File: src/rtl/conv_window_scan_ctrl.sv
// -----------------------------------------------------------------------------
// conv_window_scan_ctrl
//
// Window-scan controller for the multiply-adder tree. It sweeps (x, y, channel)
// window origins over a feature map with a fixed stride and carries a valid
// bit and a frame-last bit alongside the datapath. This lets the tree output
// be qualified D = RDY_SHIFT_REG_SIZE cycles after each coordinate is issued.
//
// Ports
//   clock        rising-edge clock for all state
//   reset        synchronous, active-high; clears everything
//   start        one-cycle strobe, honoured only while idle
//   stall        freezes the counters and the ready pipeline for the cycle
//   abort        synchronous; same clearing effect as reset, no done pulse
//   x_coord      current x origin   (X_COORD_BITWIDTH+1 bits)
//   y_coord      current y origin   (Y_COORD_BITWIDTH+1 bits)
//   ch_coord     current channel    (CH_BITWIDTH+1 bits)
//   coord_valid  coordinate is issued to the datapath this cycle
//   busy         controller is scanning or draining
//   pixel_rdy    valid data at the tree output
//   pixel_last   qualifies the pixel_rdy of the final pixel of the frame
//   done         one-cycle pulse once the final pixel has left the tree
//
// STRIDE and RDY_SHIFT_REG_SIZE must both be at least 1.
// -----------------------------------------------------------------------------
module conv_window_scan_ctrl #(
  parameter int X_COORD_BITWIDTH   = 7,
  parameter int Y_COORD_BITWIDTH   = 7,
  parameter int CH_BITWIDTH        = 3,
  parameter int X_COORD_MAX        = 27,
  parameter int Y_COORD_MAX        = 27,
  parameter int CH_MAX             = 0,
  parameter int STRIDE             = 1,
  parameter int RDY_SHIFT_REG_SIZE = 8
) (
  input  logic                      clock,
  input  logic                      reset,
  input  logic                      start,
  input  logic                      stall,
  input  logic                      abort,
  output logic [X_COORD_BITWIDTH:0] x_coord,
  output logic [Y_COORD_BITWIDTH:0] y_coord,
  output logic [CH_BITWIDTH:0]      ch_coord,
  output logic                      coord_valid,
  output logic                      busy,
  output logic                      pixel_rdy,
  output logic                      pixel_last,
  output logic                      done
);

  localparam int XW = X_COORD_BITWIDTH + 1;
  localparam int YW = Y_COORD_BITWIDTH + 1;
  localparam int CW = CH_BITWIDTH + 1;
  localparam int D  = RDY_SHIFT_REG_SIZE;

  typedef enum logic [1:0] {
    ST_IDLE,
    ST_SCAN,
    ST_DRAIN
  } state_t;

  state_t state;

  // Bit 0 is the first pipeline stage, bit D-1 lines up with the tree output.
  logic [D-1:0] v_pipe;
  logic [D-1:0] last_pipe;

  // One extra bit so origin + STRIDE can never wrap past the limit.
  logic [XW:0]   x_sum;
  logic [YW:0]   y_sum;
  logic          x_wrap;
  logic          y_wrap;
  logic          ch_wrap;
  logic          final_issue;
  logic [XW-1:0] x_next;
  logic [YW-1:0] y_next;
  logic [CW-1:0] ch_next;

  assign coord_valid = (state == ST_SCAN) & ~stall;
  assign busy        = (state != ST_IDLE);
  assign pixel_rdy   = v_pipe[D-1] & ~stall;
  assign pixel_last  = last_pipe[D-1] & ~stall;

  // Next-origin arithmetic: x innermost, then y, then channel outermost.
  // When every level wraps, all counters land on 0, which is also the value
  // they must hold in DRAIN and IDLE.
  always_comb begin
    // NOTE: every variable gets a default at the top of the block so no path
    // leaves one unassigned, which would otherwise infer a latch.
    x_sum   = {1'b0, x_coord} + (XW+1)'(STRIDE);
    y_sum   = {1'b0, y_coord} + (YW+1)'(STRIDE);
    x_wrap  = (x_sum > (XW+1)'(X_COORD_MAX));
    y_wrap  = (y_sum > (YW+1)'(Y_COORD_MAX));
    ch_wrap = (ch_coord >= CW'(CH_MAX));
    x_next  = x_wrap ? '0 : x_sum[XW-1:0];
    y_next  = y_coord;
    ch_next = ch_coord;
    if (x_wrap) begin
      y_next = y_wrap ? '0 : y_sum[YW-1:0];
      if (y_wrap) begin
        ch_next = ch_wrap ? '0 : ch_coord + CW'(1);
      end
    end
    final_issue = coord_valid & x_wrap & y_wrap & ch_wrap;
  end

  always_ff @(posedge clock) begin
    // NOTE: sequential state uses non-blocking assignments so every register
    // samples the pre-edge values, independent of statement order.
    if (reset || abort) begin
      // NOTE: the pipelines carry control (valid/last), not data, so they are
      // cleared with everything else; stale bits would fake a pixel_rdy.
      state     <= ST_IDLE;
      x_coord   <= '0;
      y_coord   <= '0;
      ch_coord  <= '0;
      v_pipe    <= '0;
      last_pipe <= '0;
      done      <= 1'b0;
    end else begin
      done <= 1'b0;

      if (!stall) begin
        v_pipe    <= D'({v_pipe, coord_valid});
        last_pipe <= D'({last_pipe, final_issue});
      end

      case (state)
        ST_IDLE: begin
          if (start) state <= ST_SCAN;
        end

        ST_SCAN: begin
          if (!stall) begin
            x_coord  <= x_next;
            y_coord  <= y_next;
            ch_coord <= ch_next;
            if (final_issue) state <= ST_DRAIN;
          end
        end

        ST_DRAIN: begin
          // Nothing is issued after the final coordinate, so once the
          // last-flagged pixel leaves on a non-stalled cycle the pipe is empty.
          if (!stall && last_pipe[D-1]) begin
            state <= ST_IDLE;
            done  <= 1'b1;
          end
        end

        default: state <= ST_IDLE;
      endcase
    end
  end

endmodule
File: config.mk
export PLATFORM = sky130hd
export DESIGN_NAME = conv_window_scan_ctrl
export DESIGN_NICKNAME = d
export VERILOG_FILES = /design/src/rtl/conv_window_scan_ctrl.sv
export SDC_FILE = /design/constraint.sdc
export NUM_CORES = 1
export LEC_CHECK = 0
export CAP_MARGIN = 10
export CORE_MARGIN = 2
export CORE_UTILIZATION = 56
export CTS_CLUSTER_DIAMETER = 40
export DETAILED_ROUTE_END_ITERATION = 8
export GPL_ROUTABILITY_DRIVEN = 0
export PLACE_DENSITY = 0.84
export SLEW_MARGIN = 15
export SYNTH_ARGS = -nofsm -noshare
export SYNTH_HDL_FRONTEND = slang
export SYNTH_SLANG_ARGS = --single-unit
File: constraint.sdc
create_clock -name clock -period 5.4 [get_ports clock]
set_input_delay 0.54 -clock clock [delete_from_list [all_inputs] [get_ports clock]]
set_output_delay 0.54 -clock clock [all_outputs]
set_load 0.03 [all_outputs]
## After elaboration in Yosys (flattened, before gate mapping)

Cells that the tools add are included.
W data, S select, Z words.

- Register bits after elaboration: 39
- Latch bits: 0
- Bits in writable memories: 0
- Memory bits (read-only): 0
- Input bits: 5
- Memories: 0

- Add/subtract/negate cells: 3
- $mul: 0
- Div/mod/pow operators: 0
- Magnitude comparators: 3
- Equal/unequal tests: 6
- Shift-type cells: 0
- Mux-type cells: 9
- Bitwise gates (word level): 8
- Reductions and logical operators: 10

Operator list:

| cell | count |
|---|---|
| $add A8 B1 Y9 const B | 2 |
| $gt A9 B5 Y1 const B | 2 |
| $mux W8 | 2 |
| $mux W2 | 4 |
| $ne A2 B2 Y1 const B | 4 |
| $reduce_and A4 Y1 | 2 |
| $and A1 B1 Y1 | 6 |
| $pmux W2 S3 | 1 |
| $add A4 B1 Y4 const B | 1 |
| $ge A4 B1 Y1 const B | 1 |
| $mux W4 | 1 |
| $reduce_and A3 Y1 | 1 |
| $eq A2 B1 Y1 const B | 1 |
| $eq A2 B2 Y1 const B | 1 |
| $logic_not A2 Y1 | 1 |
| $not A1 Y1 | 2 |
| $reduce_and A2 Y1 | 1 |
| $reduce_bool A2 Y1 | 1 |
| $reduce_or A2 Y1 | 1 |
| $logic_and A1 B1 Y1 | 1 |
| $logic_not A1 Y1 | 1 |
| $logic_or A1 B1 Y1 | 1 |
| $mux W1 | 1 |

## Logic depth before layout (Yosys ltp)

- Depth in word-level cells: 8
- Gate-level depth with buffers: 11
- Gate-level depth less buffers: 9

## Worst setup path after synthesis

Ideal clock, no wire load.

- Path kind: reg-to-reg
- Start point: reg x_coord[0]
- End point: reg y_coord[2]
- Library setup time: 0.117 ns
- Arrival time: 2.358 ns
- Data required time: 5.283 ns
- Path slack: 2.925 ns
- Stages on the path, launching flop included: 12
- Path buffers: 2
- Period minus slack after synthesis: 2.475 ns
- Cell sequence: dfxtp_1 -> buf_2 -> inv_1 -> ha_1 -> mux2_4 -> o221ai_2 -> a21oi_1 -> o221ai_2 -> and3_1 -> buf_6 -> o21ai_2 -> a32o_1

- Longest elaborated chain between the ends: 3

RTL lines:

| item | RTL line | RTL |
|---|---|---|
| start, declared | 41 | `output logic [X_COORD_BITWIDTH:0] x_coord,` |
| start signal, assigned | 135 | `x_coord <= x_next;` |
| $add A8 B1 Y9 | 90 | `x_sum = {1'b0, x_coord} + (XW+1)'(STRIDE);` |
| $gt A9 B5 Y1 | 92 | `x_wrap = (x_sum > (XW+1)'(X_COORD_MAX));` |
| $reduce_and A3 Y1 (no source line) | n/a |  |
| end signal, assigned | 136 | `y_coord <= y_next;` |
| end, declared | 42 | `output logic [Y_COORD_BITWIDTH:0] y_coord,` |

No other way between the ends.
A chain may end at the register's enable or synchronous reset.

## Final worst setup path

- Start point: in stall
- End point: out coord_valid

- Longest elaborated chain between the ends: 2

RTL lines:

| item | RTL line | RTL |
|---|---|---|
| start, declared | 39 | `input logic stall,` |
| $not A1 Y1 (no source line) | n/a |  |
| $and A1 B1 Y1 | 79 | `assign coord_valid = (state == ST_SCAN) & ~stall;` |
| end, declared | 44 | `output logic coord_valid,` |

No other way between the ends.

==> impl_metrics.tcl <==
set metrics [dict create \
    layout.nets 227 \
    wire_per_inst_microns 13.3 \
    criticalPathCategory "input pin to output port" \
    die_h_microns 60.3 \
    postSynthCellCount 200 \
    worst-path-max-fanout 19 \
    cts_tree "built" \
    synth_enable_flop_cells 0 \
    syn_area_sq_um 1770 \
    worstSetupStartpointType "input pin" \
    cts-root-buf "clkbuf_4" \
    dpl-instance-area_sq_um 2000 \
    yosysWarnings 0 \
    max_slew_margin_pct 38.8 \
    fin_crit_ns 3.26 \
    h-tree-depth 2 \
    initial_core_util_pct 58.6 \
    worst_pin_slew_ns 0.915 \
    outcome "finished, final reports clean" \
    multiInputGateArea_sq_um 963 \
    num_vias 1482 \
    power_density_nw_per_um2 230 \
    first_pass_iters 4 \
    rsz0062_at_grt "false" \
    diodes 0 \
    routed_wl_microns 3500 \
    grt_overflow 0 \
    first_iter_violations 93 \
    place_inst 255 \
    clockBufferDepth 2 \
    synthToLayoutAreaGrowth_pct 17.3 \
    ir_drop_mv 0.177 \
    die_w_microns 60.3 \
    timing_hold_violations_final 0 \
    fin_skew_ns 0.00666 \
    via_per_inst 5.63 \
    cts_hold_buf 0 \
    grt_max_degree 26 \
    grt_pass1_vias 1371 \
    row_count 20 \
    grt_first_pass_wirelength_microns 5930 \
    ioPinCount 30 \
    yosysSeqAreaShare_pct 39.5 \
    register_area_sq_um 701 \
    post_cts_resized 0 \
    cts_setup_buffers 0 \
    core_sq_um 3030 \
    clkTransAtPathRegs_ns 0.10 \
    portBuffers 25 \
    ys_types 44 \
    fin_cells 263 \
    insertion_delay_ns 0.33 \
    tns_ns 0 \
    p_leak_nw 0.774 \
    fillers 251 \
    finalCritPeriodShare_pct 60.3 \
    synthFlopType "dfxtp_1" \
    fin_area_sq_um 2080 \
    asyncSetResetFlopFracSynth_pct 0 \
    required_ns 4.86 \
    post-dp-hpwl_microns 2540 \
    drc 0 \
    max_cap_violations 0 \
    dieArea_sq_um 3630 \
    final_util_pct 68.8 \
    cp-end-kind "output port" \
    fmax_mhz 307 \
    antenna_found_initial 0 \
    cp.arrival_ns 2.72 \
    slew_viol_final 0 \
    cts_made_buffers 5 \
    synth.ff_latch_count 35 \
    antenna_left 0 \
    holdCritPathClass "flip-flop to flip-flop" \
    grt_use_total_pct 21.7 \
    drive_gt1_share_pct 8.68 \
    clock_sinks 35 \
    setup_viol 0 \
    synth.avg_cell_area_sq_um 8.87 \
    hold_slack_ns 0.479 \
]
==> critical path, cell delays in order <==
cell and delay [ns]:
clkdlybuf4s50_1 0.88, nor3b_1 0.37, buf_4 0.22, clkdlybuf4s50_1 0.69
==> cell families (layout without fill, tap and decap cells) <==
family | after synthesis | after routing | synth area share, %
mux | 18 | 18 | 10.5
flops | 35 | 35 | 39.5
xor+xnor | 5 | 5 | 2.47
buf+inv | 23 | 39 | 6.84
simple gates | 86 | 86 | 25.2
other cells | 1 | 4 | 0.211
fa+ha+maj | 4 | 4 | 2.82
compound gates | 28 | 28 | 12.4
==> cell usage in the layout (no fill, tap or decap), types with 3 or more instances in the layout <==
cell,count
ha_1,4
and3_1,6
conb_1,4
a21oi_1,6
nand3_1,4
nor3b_1,7
a32o_1,3
mux2i_1,16
o21ai_0,3
clkdlybuf4s50_1,25
nand2b_1,4
or2_2,3
dfxtp_1,35
nand2_1,11
clkbuf_4,5
nor3_1,5
inv_1,5
nor2b_1,4
nor2_1,30
o21ai_2,3
xnor2_1,3
nand4_1,5
==> area by class of cell <==
cell class	count	share of cell area (%)
multi-input combinational	145	46.3
sequential	35	33.7
timing repair buffer	26	12.4
tap	44	2.64
clock buffer	6	2.46
clock inverter	2	1.68
inverter	5	0.901
==> per-stage QoR <==
stage / worst slack (ns) / total power, mW
after floorplan: 2.92 / 0.285
after global placement: 2.19 / 0.289
after detailed placement: 2.14 / 0.290
after CTS: 2.13 / 0.483
after global routing: 1.97 / 0.495
final: 2.14 / 0.479
==> path summary, 6_finish.rpt <==
path,from,to,slack [ns],depth (start not counted)
min reg2reg,last_pipe[0]$_SDFFE_PP0N_,last_pipe[0]$_SDFFE_PP0N_,0.48,2
max reg2reg,x_coord[0]$_SDFFE_PP0P_,y_coord[2]$_SDFFE_PP0P_,2.87,9
max,stall,coord_valid,2.14,4
min,last_pipe[0]$_SDFFE_PP0N_,last_pipe[0]$_SDFFE_PP0N_,0.48,2
==> state kept, by name, summed over array words and instances (netlist names) <==
| register | count |
|---|---|
| state | 2 |
| x_coord | 8 |
| v_pipe | 8 |
| last_pipe | 8 |
| y_coord | 8 |
| done | 1 |
==> layer usage <==
layer	routed length [microns]	track usage (%)	share of wire [%]	vias up
met5	0	0	0	-
met4	71	9.52	2.0	0
met3	169	5.19	4.8	12
met2	1730	36.2	49	43
met1	1530	26.5	44	697
li1	-	-	-	730
==> power breakdown <==
part | internal (mW) | switching [mW] | leakage [nW]
Sequential | 0.259 | 0.00122 | 0.282
Combinational | 0.00880 | 0.0149 | 0.443
Clock | 0.109 | 0.0858 | 0.0482
==> synthesized netlist by cell type (all sizes together) (5+ instances only) <==
| library cell | instances | area share, % |
|---|---|---|
| nand4 | 5 | 1.8 |
| clkbuf | 7 | 1.5 |
| inv | 5 | 1.1 |
| nor2 | 30 | 6.3 |
| nor3b | 7 | 3.0 |
| nor3 | 5 | 1.4 |
| nand2 | 11 | 2.3 |
| a21oi | 6 | 1.7 |
| and3 | 6 | 2.1 |
| o21ai | 6 | 2.3 |
| buf | 11 | 4.3 |
| dfxtp | 35 | 39 |
| mux2i | 16 | 9.0 |
(Power assumes the default switching activity.)
